File: config.mk
export PLATFORM = sky130hd
export DESIGN_NAME = alu_issue_ctrl
export DESIGN_NICKNAME = d
export VERILOG_FILES = /design/src/rtl/alu_pkg.sv /design/src/rtl/alu_regfile.sv /design/src/rtl/alu_issue_ctrl.sv
export SDC_FILE = /design/constraint.sdc
export NUM_CORES = 2
export LEC_CHECK = 0
export ABC_AREA = 0
export ABC_CLOCK_PERIOD_IN_PS = 4900
export BUFFER_PORTS_ARGS = -buffer_cell sky130_fd_sc_hd__buf_2
export CAP_MARGIN = 5
export CORE_ASPECT_RATIO = 0.7
export CORE_MARGIN = 2
export CORE_UTILIZATION = 65
export DETAILED_ROUTE_END_ITERATION = 8
export PLACE_DENSITY = 0.88
export SYNTH_ARGS = -nofsm -noshare
export SYNTH_HDL_FRONTEND = slang
export SYNTH_HIERARCHICAL = 1
export SYNTH_SLANG_ARGS = --single-unit
File: constraint.sdc
create_clock -name clock -period 4.9 [get_ports clock]
set_input_delay 0.98 -clock clock [delete_from_list [all_inputs] [get_ports clock]]
set_output_delay 0.98 -clock clock [all_outputs]
set_load 0.05 [all_outputs]
File: src/rtl/alu_pkg.sv
// Shared opcodes, instruction field positions and FSM state type
// for the ALU issue/retire controller.
package alu_pkg;

  localparam int XLEN   = 64;
  localparam int NREG   = 16;
  localparam int RIDX_W = 4;
  localparam int OP_W   = 6;

  localparam logic [3:0] R8 = 4'd8;

  localparam logic [OP_W-1:0] OP_ADD  = 6'd0;
  localparam logic [OP_W-1:0] OP_SUB  = 6'd1;
  localparam logic [OP_W-1:0] OP_SHL  = 6'd2;
  localparam logic [OP_W-1:0] OP_SHR  = 6'd3;
  localparam logic [OP_W-1:0] OP_MOV  = 6'd4;
  localparam logic [OP_W-1:0] OP_LDI  = 6'd5;
  localparam logic [OP_W-1:0] OP_ST6  = 6'd6;
  localparam logic [OP_W-1:0] OP_ST7  = 6'd7;
  localparam logic [OP_W-1:0] OP_EQ   = 6'd8;
  localparam logic [OP_W-1:0] OP_NE   = 6'd9;
  localparam logic [OP_W-1:0] OP_LT   = 6'd10;
  localparam logic [OP_W-1:0] OP_GT   = 6'd11;
  localparam logic [OP_W-1:0] OP_AND  = 6'd12;
  localparam logic [OP_W-1:0] OP_NAND = 6'd13;
  localparam logic [OP_W-1:0] OP_JMP  = 6'd14;
  localparam logic [OP_W-1:0] OP_JF   = 6'd15;
  localparam logic [OP_W-1:0] OP_MUL  = 6'd16;
  localparam logic [OP_W-1:0] OP_DIV  = 6'd17;
  localparam logic [OP_W-1:0] OP_HALT = 6'd63;

  localparam int F_OP_HI  = 63;
  localparam int F_OP_LO  = 58;
  localparam int F_RD_HI  = 57;
  localparam int F_RD_LO  = 54;
  localparam int F_RS_HI  = 53;
  localparam int F_RS_LO  = 50;
  localparam int F_HL     = 49;
  localparam int F_IMM_HI = 31;
  localparam int F_IMM_LO = 0;

  typedef enum logic [2:0] {
    S_FETCH,
    S_DECODE,
    S_EXEC,
    S_WB,
    S_STORE,
    S_HALT
  } state_t;

  typedef struct packed {
    logic [OP_W-1:0]   op;
    logic [RIDX_W-1:0] rd;
    logic [RIDX_W-1:0] rs;
    logic              hl;
    logic [31:0]       imm;
  } instr_t;

  function automatic logic is_wr(
    input logic [OP_W-1:0] op
  );
    return op inside {OP_ADD, OP_SUB, OP_SHL,
                      OP_SHR, OP_MOV, OP_LDI,
                      OP_MUL};
  endfunction

  function automatic logic is_flag(
    input logic [OP_W-1:0] op
  );
    return op inside {OP_EQ, OP_NE, OP_LT,
                      OP_GT, OP_AND, OP_NAND};
  endfunction

  function automatic logic is_jmp(
    input logic [OP_W-1:0] op
  );
    return op inside {OP_JMP, OP_JF};
  endfunction

  function automatic logic is_store(
    input logic [OP_W-1:0] op
  );
    return op inside {OP_ST6, OP_ST7};
  endfunction

endpackage

File: src/rtl/alu_regfile.sv
// 16x64 register file: three async read ports (rd, rs, fixed R8)
// and one synchronous write port.
module alu_regfile
  import alu_pkg::*;
(
  input  logic              clock,
  input  logic              reset,
  input  logic [RIDX_W-1:0] ra_a,
  input  logic [RIDX_W-1:0] ra_b,
  output logic [XLEN-1:0]   rd_a,
  output logic [XLEN-1:0]   rd_b,
  output logic [XLEN-1:0]   rd_8,
  input  logic              we,
  input  logic [RIDX_W-1:0] wa,
  input  logic [XLEN-1:0]   wd
);

  logic [XLEN-1:0] mem [NREG];

  always_ff @(posedge clock) begin
    if (reset) begin
      for (int i = 0; i < NREG; i++) begin
        mem[i] <= '0;
      end
    end else if (we) begin
      mem[wa] <= wd;
    end
  end

  assign rd_a = mem[ra_a];
  assign rd_b = mem[ra_b];
  assign rd_8 = mem[R8];

endmodule

File: src/rtl/alu_issue_ctrl.sv
// Non-pipelined issue/retire controller for the external ALU:
// fetch, decode/operand read, execute capture, write-back or store.
module alu_issue_ctrl
  import alu_pkg::*;
#(
  parameter int ADDR_W = 16
) (
  input  logic              clock,
  input  logic              reset,
  output logic              imem_req,
  output logic [ADDR_W-1:0] imem_addr,
  input  logic              imem_ack,
  input  logic [XLEN-1:0]   imem_data,
  output logic [XLEN-1:0]   alu_a,
  output logic [XLEN-1:0]   alu_b,
  output logic [XLEN-1:0]   alu_reg8,
  output logic [31:0]       alu_value,
  output logic              alu_highlow,
  output logic              alu_f1,
  output logic              alu_f2,
  output logic [OP_W-1:0]   alu_instr,
  input  logic [XLEN-1:0]   alu_c,
  input  logic              alu_f3,
  input  logic              alu_addrch,
  input  logic [XLEN-1:0]   alu_naddr,
  output logic              dmem_we,
  output logic [ADDR_W-1:0] dmem_addr,
  output logic [XLEN-1:0]   dmem_wdata,
  input  logic              dmem_ack,
  output logic [ADDR_W-1:0] pc,
  output logic              halted,
  output logic              err
);

  state_t st, st_d;

  logic              req_q, we_q;
  instr_t            ir;
  logic [ADDR_W-1:0] pc_q, pc_d;
  logic              f1, f2, f1_d, f2_d;
  logic              err_q, err_d;
  logic [XLEN-1:0]   c_q;
  logic              f3_q, ach_q;
  logic [ADDR_W-1:0] na_q;

  logic ir_ld, dec_ld, ex_ld;

  logic              rf_we;
  logic [XLEN-1:0]   rf_wd;
  logic [XLEN-1:0]   rv_a, rv_b, rv_8;

  logic unused_bits;
  assign unused_bits = ^{imem_data[48:32],
                         alu_naddr[XLEN-1:ADDR_W]};

  alu_regfile u_rf (
    .clock (clock),
    .reset (reset),
    .ra_a  (ir.rd),
    .ra_b  (ir.rs),
    .rd_a  (rv_a),
    .rd_b  (rv_b),
    .rd_8  (rv_8),
    .we    (rf_we),
    .wa    (ir.rd),
    .wd    (rf_wd)
  );

  always_comb begin
    st_d   = st;
    pc_d   = pc_q;
    f1_d   = f1;
    f2_d   = f2;
    err_d  = err_q;
    rf_we  = 1'b0;
    rf_wd  = c_q;
    ir_ld  = 1'b0;
    dec_ld = 1'b0;
    ex_ld  = 1'b0;
    unique case (st)
      S_FETCH: begin
        if (req_q && imem_ack) begin
          ir_ld = 1'b1;
          st_d  = S_DECODE;
        end
      end
      S_DECODE: begin
        dec_ld = 1'b1;
        st_d   = (ir.op == OP_HALT) ? S_HALT
                                    : S_EXEC;
      end
      S_EXEC: begin
        ex_ld = 1'b1;
        st_d  = is_store(ir.op) ? S_STORE : S_WB;
      end
      S_WB: begin
        st_d = S_FETCH;
        pc_d = pc_q + ADDR_W'(1);
        unique case (1'b1)
          is_wr(ir.op): rf_we = 1'b1;
          (ir.op == OP_DIV): begin
            rf_we = 1'b1;
            // divide by zero retires as 0
            if (alu_b == '0) begin
              rf_wd = '0;
              err_d = 1'b1;
            end
          end
          is_flag(ir.op): begin
            f2_d = f1;
            f1_d = f3_q;
          end
          is_jmp(ir.op): begin
            if (ach_q) pc_d = na_q;
          end
          default: ;
        endcase
      end
      S_STORE: begin
        if (we_q && dmem_ack) begin
          pc_d = pc_q + ADDR_W'(1);
          st_d = S_FETCH;
        end
      end
      S_HALT: ;
      default: st_d = S_FETCH;
    endcase
  end

  always_ff @(posedge clock) begin
    if (reset) begin
      st    <= S_FETCH;
      req_q <= 1'b0;
      we_q  <= 1'b0;
      pc_q  <= '0;
      f1    <= 1'b0;
      f2    <= 1'b0;
      err_q <= 1'b0;
      ir    <= '0;
      c_q   <= '0;
      f3_q  <= 1'b0;
      ach_q <= 1'b0;
      na_q  <= '0;
    end else begin
      st    <= st_d;
      req_q <= (st_d == S_FETCH);
      we_q  <= (st_d == S_STORE);
      pc_q  <= pc_d;
      f1    <= f1_d;
      f2    <= f2_d;
      err_q <= err_d;
      if (ir_ld) begin
        ir.op  <= imem_data[F_OP_HI:F_OP_LO];
        ir.rd  <= imem_data[F_RD_HI:F_RD_LO];
        ir.rs  <= imem_data[F_RS_HI:F_RS_LO];
        ir.hl  <= imem_data[F_HL];
        ir.imm <= imem_data[F_IMM_HI:F_IMM_LO];
      end
      if (ex_ld) begin
        c_q   <= alu_c;
        f3_q  <= alu_f3;
        ach_q <= alu_addrch;
        na_q  <= alu_naddr[ADDR_W-1:0];
      end
    end
  end

  // operands stay frozen from DECODE until the next DECODE
  always_ff @(posedge clock) begin
    if (reset) begin
      alu_a       <= '0;
      alu_b       <= '0;
      alu_reg8    <= '0;
      alu_value   <= '0;
      alu_highlow <= 1'b0;
      alu_f1      <= 1'b0;
      alu_f2      <= 1'b0;
      alu_instr   <= '0;
    end else if (dec_ld) begin
      alu_a       <= rv_a;
      alu_b       <= rv_b;
      alu_reg8    <= rv_8;
      alu_value   <= ir.imm;
      alu_highlow <= ir.hl;
      alu_f1      <= f1;
      alu_f2      <= f2;
      alu_instr   <= ir.op;
    end
  end

  assign imem_req   = req_q;
  assign imem_addr  = pc_q;
  assign dmem_we    = we_q;
  assign dmem_addr  = na_q;
  assign dmem_wdata = c_q;
  assign pc         = pc_q;
  assign halted     = (st == S_HALT);
  assign err        = err_q;

endmodule

==> impl_results.md <==
- Outcome: finished with violations
- Failing checks: max-capacitance violations, max-slew violations
- Worst path setup slack after routing: 0.683 ns
- Die Wd: 389 um
- Cts-stage hold buffer count: 0
- Synthesized cell area: 67,500 um^2
- TritonCTS clock tree: built
- Placed wire-length estimate after detailed placement: 118,000 um
- Share of final-layout standard cells stronger than drive strength 1: 0.246
- DP Worst Slack: 1.26 ns
- Quantity of gates resized following cts: 0
- Number of vias per cell: ~7.1
- Remaining antenna violation count after routing: 0
- Library cell occupying the most area in the post-synthesis netlist: sky130_fd_sc_hd__edfxtp_1
- Max-Cap Viols: 1
- Count of buffers inserted at the top-level ports: 481
- Final hold violations: 0
- Critical Path End Type: register
- Synth top area cells: sky130_fd_sc_hd__edfxtp_1 46%, sky130_fd_sc_hd__mux4_2 17%, sky130_fd_sc_hd__dfxtp_1 11%
- Unrepaired setup endpoints after global routing: no
- Start-to-end type of the worst setup path: reg -> reg
- Post-Synthesis Cells: 5,198
- Residual DRC: 0
- Number of distinct library cells after synthesis: just under 60
- Fmax: 237 MHz
- Maximum buffer depth of the clock tree: 3
- Drt first pass iters: 8
- Number of global-route vias before repair: 48,605
- Final setup violation count: 0
- Drt total wl: 211,000 um
- Total Die Area: 106,000 um^2
- Hold Startpoint: alu_c[13]
- DIE HEIGHT: 274 um
- Initial Util: 0.658
- Routed length per placed instance: 30.7 um
- Floorplan row count: 98
- Critical Path AT: 4.74 ns
- Cell area after placement: 70,600 um^2
- Number of levels the H-tree was split into: 4
- Kind of path behind the tightest hold check: in -> reg
- Clock-pin slew of the registers on the worst-case setup and hold paths: 0.07 ns
- Top library cells by usage in the layout, fill and taps aside: 1,091 x sky130_fd_sc_hd__and2_1, 1,024 x sky130_fd_sc_hd__edfxtp_1, 868 x sky130_fd_sc_hd__nand2_1, 512 x sky130_fd_sc_hd__mux4_2, 480 x sky130_fd_sc_hd__buf_2
- Top-level I/O count: 547
- Slew Viols, Final: 2
- Clk network pwr share: 0.386
- Total Negative Setup Slacks: 0 ns
- WP data required: 5.42 ns
- Count of non-filler cells in the finished layout: 6,881
- Transition time of the tightest slew-check pin: 1.54 ns
- Worst vdd rail ir drop: 0.365 mV
- Leading cell type in the layout, fill and taps excluded: sky130_fd_sc_hd__and2_1
- Number of synthesis warnings: 6
- Sequential share of the synthesized area: 0.570
- Area growth, synth to finish: 11.4%
- Clock tree root buffer cell: sky130_fd_sc_hd__clkbuf_16
- Cells after DPL: approximately 6,600
- Relative contribution of sequential cells to total power: 0.488
- Synth async-reset ratio: 0
- Cell internal pwr: 20.4 mW
- Max-Slew Margin vs Limit: -0.0338
- Net count after synthesis: 5,397
- Largest net degree at the start of global routing: between 150 and 200
- Worst hold slack after final layout: roughly 0.41 ns
- Overflow left after global routing: 0
- Worst-Skew Late Latency: 0.80 ns
- Minimum period implied by the final worst setup slack: 4.22 ns
- P_sw: between 7 and 8 mW
- Timing startpoint of the critical path: alu_b[8]$_SDFFE_PP0N_
- Syn_area_per_cell: ~13 um^2
- EDFF count, synth: approximately 1,000
- Leakage power: around 27 nW
- CP startpoint kind: register
- Primary flip-flop cell chosen by synthesis mapping: sky130_fd_sc_hd__edfxtp_1
- Clk sink count: 1,410
- Maximum fanout along the worst path: 65
- Global-route wire length before repair: a little over 300,000 um
- Starting DRT DRC Count: 8,129
- Net count reported at finish: 5,609
- Overall routing resource usage: 0.394
- Routability congestion estimate from global placement: around 0.86
- Count of state elements after synthesis: between 1,000 and 1,500
- Worst Clk Skew: just over 0.04 ns
- P per Cell Area: between 300 and 400 nW/um^2
- Number of antenna violations at the first check in global routing: 16
- Top cell type's share of synthesized area: 0.456
- Final standard cell area without fillers: roughly 75,000 um^2
- Total CTS buffers: between 100 and 150
- Logic gate share of total power: 0.126
- Core Region: 103,000 um^2
- Vias after detailed routing: 48,980
- Worst R2R Start: alu_b[8]$_SDFFE_PP0N_
- Tcrit/Tclk final: 0.861
- Buffers inserted during post-CTS setup optimization: 0
- Share of total power consumed by net switching: 0.266
power by group through the flow:
stage,clock [mW],sequential [mW],combinational [mW]
final,10.8,13.6,3.51
after global routing,11.2,13.6,3.60
after CTS,10.8,13.6,3.40
after detailed placement,0,13.8,3.36
after global placement,0,13.7,3.30
after floorplan,0,14.1,1.91
through the flow:
step	power [mW]	utilization
global route	28.4	0.733
floorplan	16.0	-
CTS	27.7	0.733
detailed placement	17.2	0.689
finish	27.8	0.733
global placement	17.0	0.689
layer usage:
layer	part of all wire	routed length (um)	vias to the layer above	global-route usage
met5	0.00076	161	-	0.000887
met4	0.066	14000	20	0.234
met3	0.17	35300	1046	0.138
met2	0.45	94700	4974	0.591
met1	0.32	66900	23516	0.501
li1	-	-	19424	-
worst paths after layout:
kind                            depth (start not counted)                       endpoint  slack [ns]
worst max-delay path                                    8  u_rf/mem[3][11]$_SDFFCE_PN0P_        0.68
worst min-delay path                                    3    dmem_wdata[13]$_SDFFE_PP0N_        0.41
worst max register to register                          8  u_rf/mem[3][11]$_SDFFCE_PN0P_        0.68
worst min register to register                          2               err$_SDFFE_PP0P_        0.45
cell usage after synthesis, types with 3 or more instances:
library cell and count:
sky130_fd_sc_hd__nor2_2 3, sky130_fd_sc_hd__nor3_1 11, sky130_fd_sc_hd__mux4_2 512, sky130_fd_sc_hd__a21oi_1 379, sky130_fd_sc_hd__and4_1 3, sky130_fd_sc_hd__o21ai_0 7
sky130_fd_sc_hd__nand3b_1 3, sky130_fd_sc_hd__clkbuf_2 23, sky130_fd_sc_hd__and2_1 1093, sky130_fd_sc_hd__buf_6 27, sky130_fd_sc_hd__clkbuf_1 314, sky130_fd_sc_hd__a211oi_1 3
sky130_fd_sc_hd__or2_2 16, sky130_fd_sc_hd__buf_2 74, sky130_fd_sc_hd__nand4_1 10, sky130_fd_sc_hd__nand2_1 868, sky130_fd_sc_hd__o21a_1 4, sky130_fd_sc_hd__nand2b_1 6
sky130_fd_sc_hd__a22oi_1 261, sky130_fd_sc_hd__nor2b_1 4, sky130_fd_sc_hd__nor4_1 22, sky130_fd_sc_hd__edfxtp_1 1024, sky130_fd_sc_hd__a21o_1 5, sky130_fd_sc_hd__nand3_1 7
sky130_fd_sc_hd__nor2_1 28, sky130_fd_sc_hd__buf_1 19, sky130_fd_sc_hd__dfxtp_1 386, sky130_fd_sc_hd__buf_4 46
kinds of logic after synthesis:
| group | after synthesis | share of synthesized area |
|---|---|---|
| adder cells (fa/ha/maj) | 1 | 0.000185 |
| flip-flops | 1410 | 0.570 |
| multiplexers | 516 | 0.172 |
| buffers and inverters | 504 | 0.0354 |
| AO/OA/AOI/OAI | 674 | 0.0608 |
| AND/OR/NAND/NOR | 2093 | 0.162 |
flip-flops by register name (all words and copies together), names as in the netlist, 3 cells and up:
| signal | cells |
|---|---|
| u_rf/mem | 1024 |
| alu_reg8 | 64 |
| alu_b | 64 |
| dmem_addr | 16 |
| imem_addr | 16 |
| st | 3 |
| ir | 47 |
| alu_a | 64 |
| alu_value | 32 |
| dmem_wdata | 64 |
| alu_instr | 6 |
final cells by class:
class | count | area (um^2)
clock buffers | 193 | 3850
multi-input cells | 3284 | 26800
well taps | 1350 | 1690
inverters | 1 | 3.75
repair buffers | 579 | 3600
flip-flops and latches | 1410 | 38500
clock inverters | 55 | 677
fillers | 5877 | 27300
diodes | 9 | 22.5
critical path: stages, from the launching register on:
cell and delay (ns):
sky130_fd_sc_hd__dfxtp_1 0.35, sky130_fd_sc_hd__nor4_1 1.27, sky130_fd_sc_hd__nand4_1 0.44, sky130_fd_sc_hd__nor4_1 0.33, sky130_fd_sc_hd__buf_4 0.22, sky130_fd_sc_hd__nand3_4 0.07
sky130_fd_sc_hd__buf_4 0.45, sky130_fd_sc_hd__and2_1 0.53, sky130_fd_sc_hd__and2_1 0.24
Note: power is estimated with default switching activity, not from simulation.
